File: src/rtl/ble_cmd_sequencer_pkg.sv
// Shared types and frame geometry for the BLE command sequencer.
// Build option: BLE_CMD_SEQ_PARITY_EN adds an even-parity bit to every frame.
package ble_seq_pkg;

    typedef enum logic [1:0] {IDLE, LOAD, SHIFT, GAP} seq_state_t;

`ifdef BLE_CMD_SEQ_PARITY_EN
    localparam int PAR_BITS = 1;
`else
    localparam int PAR_BITS = 0;
`endif

    localparam int DATA_W_DEF = 8;
    localparam int FRAME_BITS = DATA_W_DEF + 2 + PAR_BITS;

    // Frame length (start + data + optional parity + stop) for any data width.
    function automatic int frame_bits(input int data_w);
        return data_w + 2 + PAR_BITS;
    endfunction

endpackage

File: src/rtl/ble_cmd_fifo.sv
// Command queue: DEPTH x DATA_W storage with registered head read, flush and
// a sticky overflow flag.
module ble_cmd_fifo
    import ble_seq_pkg::*;
#(
    parameter int DATA_W = 8,
    parameter int DEPTH  = 4,
    parameter int CNT_W  = $clog2(DEPTH + 1)
) (
    input  logic              clk,
    input  logic              rst_n,
    input  logic              push_i,
    input  logic [DATA_W-1:0] push_data_i,
    input  logic              pop_i,
    input  logic              flush_i,
    output logic [DATA_W-1:0] head_o,
    output logic [CNT_W-1:0]  count_o,
    output logic              full_o,
    output logic              empty_o,
    output logic              ovfl_o
);

    localparam int PTR_W = $clog2(DEPTH);

    logic [DATA_W-1:0] mem_q [DEPTH];
    logic [DATA_W-1:0] head_q;
    logic [PTR_W-1:0]  wr_ptr_q, rd_ptr_q;
    logic [CNT_W-1:0]  count_q;
    logic              ovfl_q;
    logic              do_push, do_pop;

    assign full_o  = (count_q == CNT_W'(DEPTH));
    assign empty_o = (count_q == '0);
    assign do_push = push_i && !full_o && !flush_i;
    assign do_pop  = pop_i && !empty_o && !flush_i;

    always_ff @(posedge clk) begin
        if (!rst_n) begin
            wr_ptr_q <= '0;
            rd_ptr_q <= '0;
            count_q  <= '0;
            ovfl_q   <= 1'b0;
        end else if (flush_i) begin
            rd_ptr_q <= wr_ptr_q;
            count_q  <= '0;
            ovfl_q   <= 1'b0;
        end else begin
            if (do_push) wr_ptr_q <= wr_ptr_q + 1'b1;
            if (do_pop)  rd_ptr_q <= rd_ptr_q + 1'b1;
            case ({do_push, do_pop})
                2'b10:   count_q <= count_q + 1'b1;
                2'b01:   count_q <= count_q - 1'b1;
                default: count_q <= count_q;
            endcase
            // A write against a full queue is lost even if a pop frees a slot.
            if (push_i && full_o) ovfl_q <= 1'b1;
        end
    end

    always_ff @(posedge clk) begin
        if (rst_n && do_push) mem_q[wr_ptr_q] <= push_data_i;
        head_q <= mem_q[rd_ptr_q];
    end

    assign head_o  = head_q;
    assign count_o = count_q;
    assign ovfl_o  = ovfl_q;

endmodule

File: src/rtl/ble_cmd_sequencer.sv
// Queued UART command source: serialises FIFO entries LSB first with an idle gap.
// Build option: BLE_CMD_SEQ_PARITY_EN inserts an even-parity bit before stop.
module ble_cmd_sequencer
    import ble_seq_pkg::*;
#(
    parameter int DATA_W   = 8,
    parameter int DEPTH    = 4,
    parameter int BAUD_DIV = 2604,
    parameter int GAP_CYC  = 0
) (
    input  logic                       clk,
    input  logic                       rst_n,
    input  logic                       wr_en,
    input  logic [DATA_W-1:0]          wr_data,
    input  logic                       flush,
    input  logic                       enable,
    output logic                       TX,
    output logic                       full,
    output logic                       empty,
    output logic [$clog2(DEPTH+1)-1:0] count,
    output logic                       busy,
    output logic                       cmd_sent,
    output logic                       ovfl
);

    localparam int FB     = frame_bits(DATA_W);
    localparam int SH_W   = FB - 1;
    localparam int BAUD_W = $clog2(BAUD_DIV);
    localparam int BIT_W  = $clog2(FB + 1);
    localparam int GAP_W  = (GAP_CYC > 1) ? $clog2(GAP_CYC) : 1;

    seq_state_t        state_q, state_d;
    logic [SH_W-1:0]   shift_q, shift_d;
    logic [BAUD_W-1:0] baud_q, baud_d;
    logic [BIT_W-1:0]  bit_q, bit_d;
    logic [GAP_W-1:0]  gap_q, gap_d;
    logic              tx_q, tx_d;
    logic              sent_q, sent_d;
    logic              busy_q;
    logic              pop;
    logic [DATA_W-1:0] head;

    ble_cmd_fifo #(.DATA_W(DATA_W), .DEPTH(DEPTH)) u_fifo (
        .clk        (clk),
        .rst_n      (rst_n),
        .push_i     (wr_en),
        .push_data_i(wr_data),
        .pop_i      (pop),
        .flush_i    (flush),
        .head_o     (head),
        .count_o    (count),
        .full_o     (full),
        .empty_o    (empty),
        .ovfl_o     (ovfl)
    );

    assign pop = (state_q == IDLE) && !empty && enable && !flush;

    always_comb begin
        state_d = state_q;
        shift_d = shift_q;
        baud_d  = baud_q;
        bit_d   = bit_q;
        gap_d   = gap_q;
        tx_d    = tx_q;
        sent_d  = 1'b0;
        case (state_q)
            IDLE: begin
                tx_d = 1'b1;
                if (pop) state_d = LOAD;
            end
            LOAD: begin
                // The start bit goes straight to the TX flop; the shifter holds the rest.
`ifdef BLE_CMD_SEQ_PARITY_EN
                shift_d = {1'b1, ^head, head};
`else
                shift_d = {1'b1, head};
`endif
                tx_d    = 1'b0;
                baud_d  = '0;
                bit_d   = '0;
                state_d = SHIFT;
            end
            SHIFT: begin
                if (baud_q == BAUD_W'(BAUD_DIV - 1)) begin
                    baud_d  = '0;
                    bit_d   = bit_q + 1'b1;
                    tx_d    = shift_q[0];
                    shift_d = {1'b1, shift_q[SH_W-1:1]};
                    if (bit_q == BIT_W'(FB - 1)) begin
                        tx_d    = 1'b1;
                        sent_d  = 1'b1;
                        gap_d   = '0;
                        state_d = (GAP_CYC > 0) ? GAP : IDLE;
                    end
                end else begin
                    baud_d = baud_q + 1'b1;
                end
            end
            GAP: begin
                tx_d = 1'b1;
                if (gap_q == GAP_W'(GAP_CYC - 1)) state_d = IDLE;
                else                              gap_d   = gap_q + 1'b1;
            end
            default: state_d = IDLE;
        endcase
    end

    always_ff @(posedge clk) begin
        if (!rst_n) begin
            state_q <= IDLE;
            shift_q <= '1;
            baud_q  <= '0;
            bit_q   <= '0;
            gap_q   <= '0;
            tx_q    <= 1'b1;
            sent_q  <= 1'b0;
            busy_q  <= 1'b0;
        end else begin
            state_q <= state_d;
            shift_q <= shift_d;
            baud_q  <= baud_d;
            bit_q   <= bit_d;
            gap_q   <= gap_d;
            tx_q    <= tx_d;
            sent_q  <= sent_d;
            busy_q  <= (state_d != IDLE);
        end
    end

    assign TX       = tx_q;
    assign cmd_sent = sent_q;
    assign busy     = busy_q;

endmodule

File: config.mk
export PLATFORM = sky130hd
export DESIGN_NAME = ble_cmd_sequencer
export DESIGN_NICKNAME = d
export VERILOG_FILES = /design/src/rtl/ble_cmd_sequencer_pkg.sv /design/src/rtl/ble_cmd_fifo.sv /design/src/rtl/ble_cmd_sequencer.sv
export SDC_FILE = /design/constraint.sdc
export NUM_CORES = 1
export LEC_CHECK = 0
export ABC_AREA = 0
export ABC_CLOCK_PERIOD_IN_PS = 7000
export BUFFER_PORTS_ARGS = -buffer_cell sky130_fd_sc_hd__buf_4
export CAP_MARGIN = 20
export CORE_ASPECT_RATIO = 0.8
export CORE_MARGIN = 2
export CORE_UTILIZATION = 60
export DETAILED_ROUTE_END_ITERATION = 6
export GPL_ROUTABILITY_DRIVEN = 0
export PLACE_DENSITY_LB_ADDON = 0.3
export SETUP_SLACK_MARGIN = 0.3
export SLEW_MARGIN = 20
export SYNTH_ARGS = -nofsm -noshare
export SYNTH_HDL_FRONTEND = slang
export SYNTH_SLANG_ARGS = --single-unit
export TNS_END_PERCENT = 50
File: constraint.sdc
create_clock -name clk -period 7 [get_ports clk]
set_input_delay 0.7 -clock clk [delete_from_list [all_inputs] [get_ports clk]]
set_output_delay 0.7 -clock clk [all_outputs]
set_load 0.005 [all_outputs]
==> metrics.md <==
| Metric | Value |
|---|---|
| Max-cap violation count | `0` |
| Final nets | `about 320` |
| First-pass GRT wire length | `between 10 and 15 mm` |
| Core area | `5380 um2` |
| FMAX | `0.369 GHz` |
| Hold Buf Count CTS | `0` |
| Post-Syn Area | `3300 um2` |
| # fillers | `379` |
| Share of layout cells above drive strength 1 | `17.0%` |
| Relative slew slack | `44.0%` |
| CP Class | `reg2reg` |
| Commonest cells post-synth | `46 x dfxtp_1, 32 x edfxtp_1, 21 x nor2_1` |
| Post-CTS Resized | `0` |
| Post-synth top area cell | `edfxtp_1` |
| Overall routed net length | `~6 mm` |
| Die width | `86.9 um` |
| GRT Residual Overflow | `0` |
| Area occupied by registers | `1880 um2` |
| Dominant cell by count in the synthesized netlist | `dfxtp_1` |
| Slew Viols, Final | `0` |
| Final worst-path cycle share | `38.7%` |
| H-tree depth | `3` |
| Final setup TNS | `0 ns` |
| Final setup violation count | `0` |
| Post-Layout Inst Area | `around 3700 um2` |
| Largest net degree at the start of global routing | `21` |
| Cell area after placement | `3500 um2` |
| Max IR drop VDD | `0.000165 V` |
| Die ar. | `6120 um2` |
| Cells after synthesis | `271` |
| All-Layer GR Usage | `21.7%` |
| Wire per inst | `between 15 and 20 um` |
| CTS buffer count | `9` |
| Number of synthesized flops with an enable pin | `32` |
| Yosys reg bits | `78` |
| Yosys top cell area share | `29.1%` |
| Final hold vios | `0` |
| CTS sink cnt | `78` |
| Status | `finished, final reports clean` |
| TritonCTS clock tree | `built` |
| Startpoint Class | `register` |
| Worst path arrival time | `about 3.0 ns` |
| Number of I/O pins | `22` |
| Core Rows | `24` |
| Initial antenna violation count | `0` |
| CP max FO | `7` |
| Initial Util | `61.4%` |
| Clock transition at path regs | `approximately 0.08 ns` |
| RSZ-0062 raised after global routing | `false` |
| Vias in the first global route | `2158` |
| Drt drc | `0` |
| Clock Skew | `0.00703 ns` |
| Synth top area cells | `edfxtp_1 29%, dfxtp_1 28%, mux4_2 5.5%` |
| Crit-path slowest cell | `nor3_1` |
| Hold Path Class | `reg2reg` |
| Pleak | `1.29 nW` |
| Crit-path max cell delay | `0.53 ns` |
| Mapped Nets | `298` |
| TritonRoute pass-1 iters | `4` |
| Post-CTS Setup Inserts | `0` |
| Syn avg cell area | `around 12 um2` |
| Area occupied by multi-input gates | `1320 um2` |
| Clock Latency Late Sink | `0.35 ns` |
| Crit end category | `register` |
| Root Driver | `clkbuf_8` |
| Ys flop type | `dfxtp_1` |
| Routed vias/inst | `about 5.9` |
| Die Ht | `roughly 70 um` |
| Vias | `2139` |
| Diode count | `0` |
| Final min period | `between 2 and 3 ns` |
| P&R area growth vs syn | `11.4%` |
| Post-route ant nets | `0` |
| Synth unique cells | `53` |
| Clock Tree Buf Depth | `2` |
| DP Wirelength | `between 3 and 4 mm` |
| Slew at the pin closest to its max-slew limit | `0.838 ns` |
| WP data required | `7.29 ns` |
| YS warnings | `0` |
| Port-buffer cells | `21` |
| DR iter-0 viols | `94` |
| Register area share after synthesis | `57.0%` |
| PD cells | `224 nW/um2` |
| Synth async-reset ratio | `0%` |
| Critical-path cell list | `inv_1 -> ha_1 -> nand2_1 -> nor3_1 -> ha_1 -> inv_1 -> fa_1 -> xor2_1 -> or3_1 -> a21oi_1` |
## final timing paths
path	cells after the start	endpoint	startpoint	slack [ns]
hold reg to reg	2	TX$_SDFFE_PN1P_	TX$_SDFFE_PN1P_	0.49
setup reg to reg	10	u_fifo.count_o[2]$_SDFFE_PP0P_	state_q[0]$_SDFF_PN0_	4.29
setup / recovery	10	u_fifo.count_o[2]$_SDFFE_PP0P_	state_q[0]$_SDFF_PN0_	4.29
hold / removal	2	TX$_SDFFE_PN1P_	TX$_SDFFE_PN1P_	0.49
## worst max-delay path: cells and delay by family, from the launching register on
family          cells  cell delay [ns]
simple gates        3             0.91
fa+ha+maj           3             0.86
flops               1             0.38
buf+inv             2             0.19
xor+xnor            1             0.16
compound gates      1             0.14
## registers in the layout (all words and copies together) (netlist names)
| name | count |
|---|---|
| TX | 1 |
| u_fifo.mem_q | 32 |
| shift_q | 8 |
| u_fifo.count_o | 3 |
| u_fifo.ovfl_o | 1 |
| u_fifo.rd_ptr_q | 2 |
| gap_q | 1 |
| busy | 1 |
| baud_q | 12 |
| bit_q | 4 |
| state_q | 2 |
| u_fifo.wr_ptr_q | 2 |
| cmd_sent | 1 |
| u_fifo.head_o | 8 |
## cells by family after synthesis
group / after synthesis / share of synthesized area (%)
buffers and inverters: 23 / 3.03
xor gates and xnor gates: 12 / 3.18
AOI/OAI and AO/OA: 42 / 8.79
DFF: 78 / 57.0
muxes: 18 / 8.56
and+or+nand+nor: 84 / 13.9
adders and majority gates: 14 / 5.53
## per-layer routing
metal | global-route usage [%] | part of all wire (%) | up-vias
li1 | - | - | 1054
met1 | 28.9 | 48 | 1027
met2 | 32.7 | 46 | 49
met3 | 6.86 | 4.6 | 9
met4 | 9.20 | 1.7 | 0
met5 | 0 | 0 | -
## cells in the final DEF, fill, tap and decap left out, drive strengths merged, types with 2 or more instances in the layout
master  synthesis  layout
a211oi          2       2
or3             3       3
clkbuf          3       9
a31oi           8       8
nand4           5       5
nand3           5       5
nor4b           2       2
xor2            5       5
nand2b          4       4
mux2            2       2
ha             13      13
nand2          10      10
xnor2           7       7
edfxtp         32      32
inv            14      16
o41ai           3       3
dfxtp          46      46
mux2i           8       8
nor2           21      21
mux4            8       8
a21oi          11      11
clkinv          1       5
a21boi          2       2
buf             4      21
o22ai           2       2
nor3b           4       4
nor3           15      15
and3            4       4
o21ai           7       7
nor4            2       2
## per-stage QoR
| step | util (%) | power (mW) | hold WS (ns) | setup slack, ns | cells |
|---|---|---|---|---|---|
| floorplan | - | 0.519 | 0.438 | 4.55 | 271 |
| global placement | 65.1 | 0.533 | 0.456 | 4.29 | 349 |
| detailed placement | 65.1 | 0.534 | 0.473 | 4.20 | 349 |
| CTS | 68.4 | 0.834 | 0.492 | 4.26 | 365 |
| global route | 68.4 | 0.859 | 0.523 | 4.00 | 365 |
| finish | 68.4 | 0.824 | 0.493 | 4.29 | 365 |
## cell type report
type | count | share of cell area (%)
Clock buffer | 9 | 3.37
Clock inverter | 7 | 1.53
Inverter | 15 | 1.53
Multi-Input combinational cell | 170 | 35.9
Sequential cell | 78 | 51.2
Tap cell | 65 | 2.21
Timing Repair Buffer | 21 | 4.29
## power by group
group	internal (mW)	switching, mW	leakage, nW
logic	0.0176	0.0185	0.534
registers	0.481	0.00664	0.664
clock network	0.132	0.168	0.0902
Note: power is estimated with default switching activity, not from simulation.
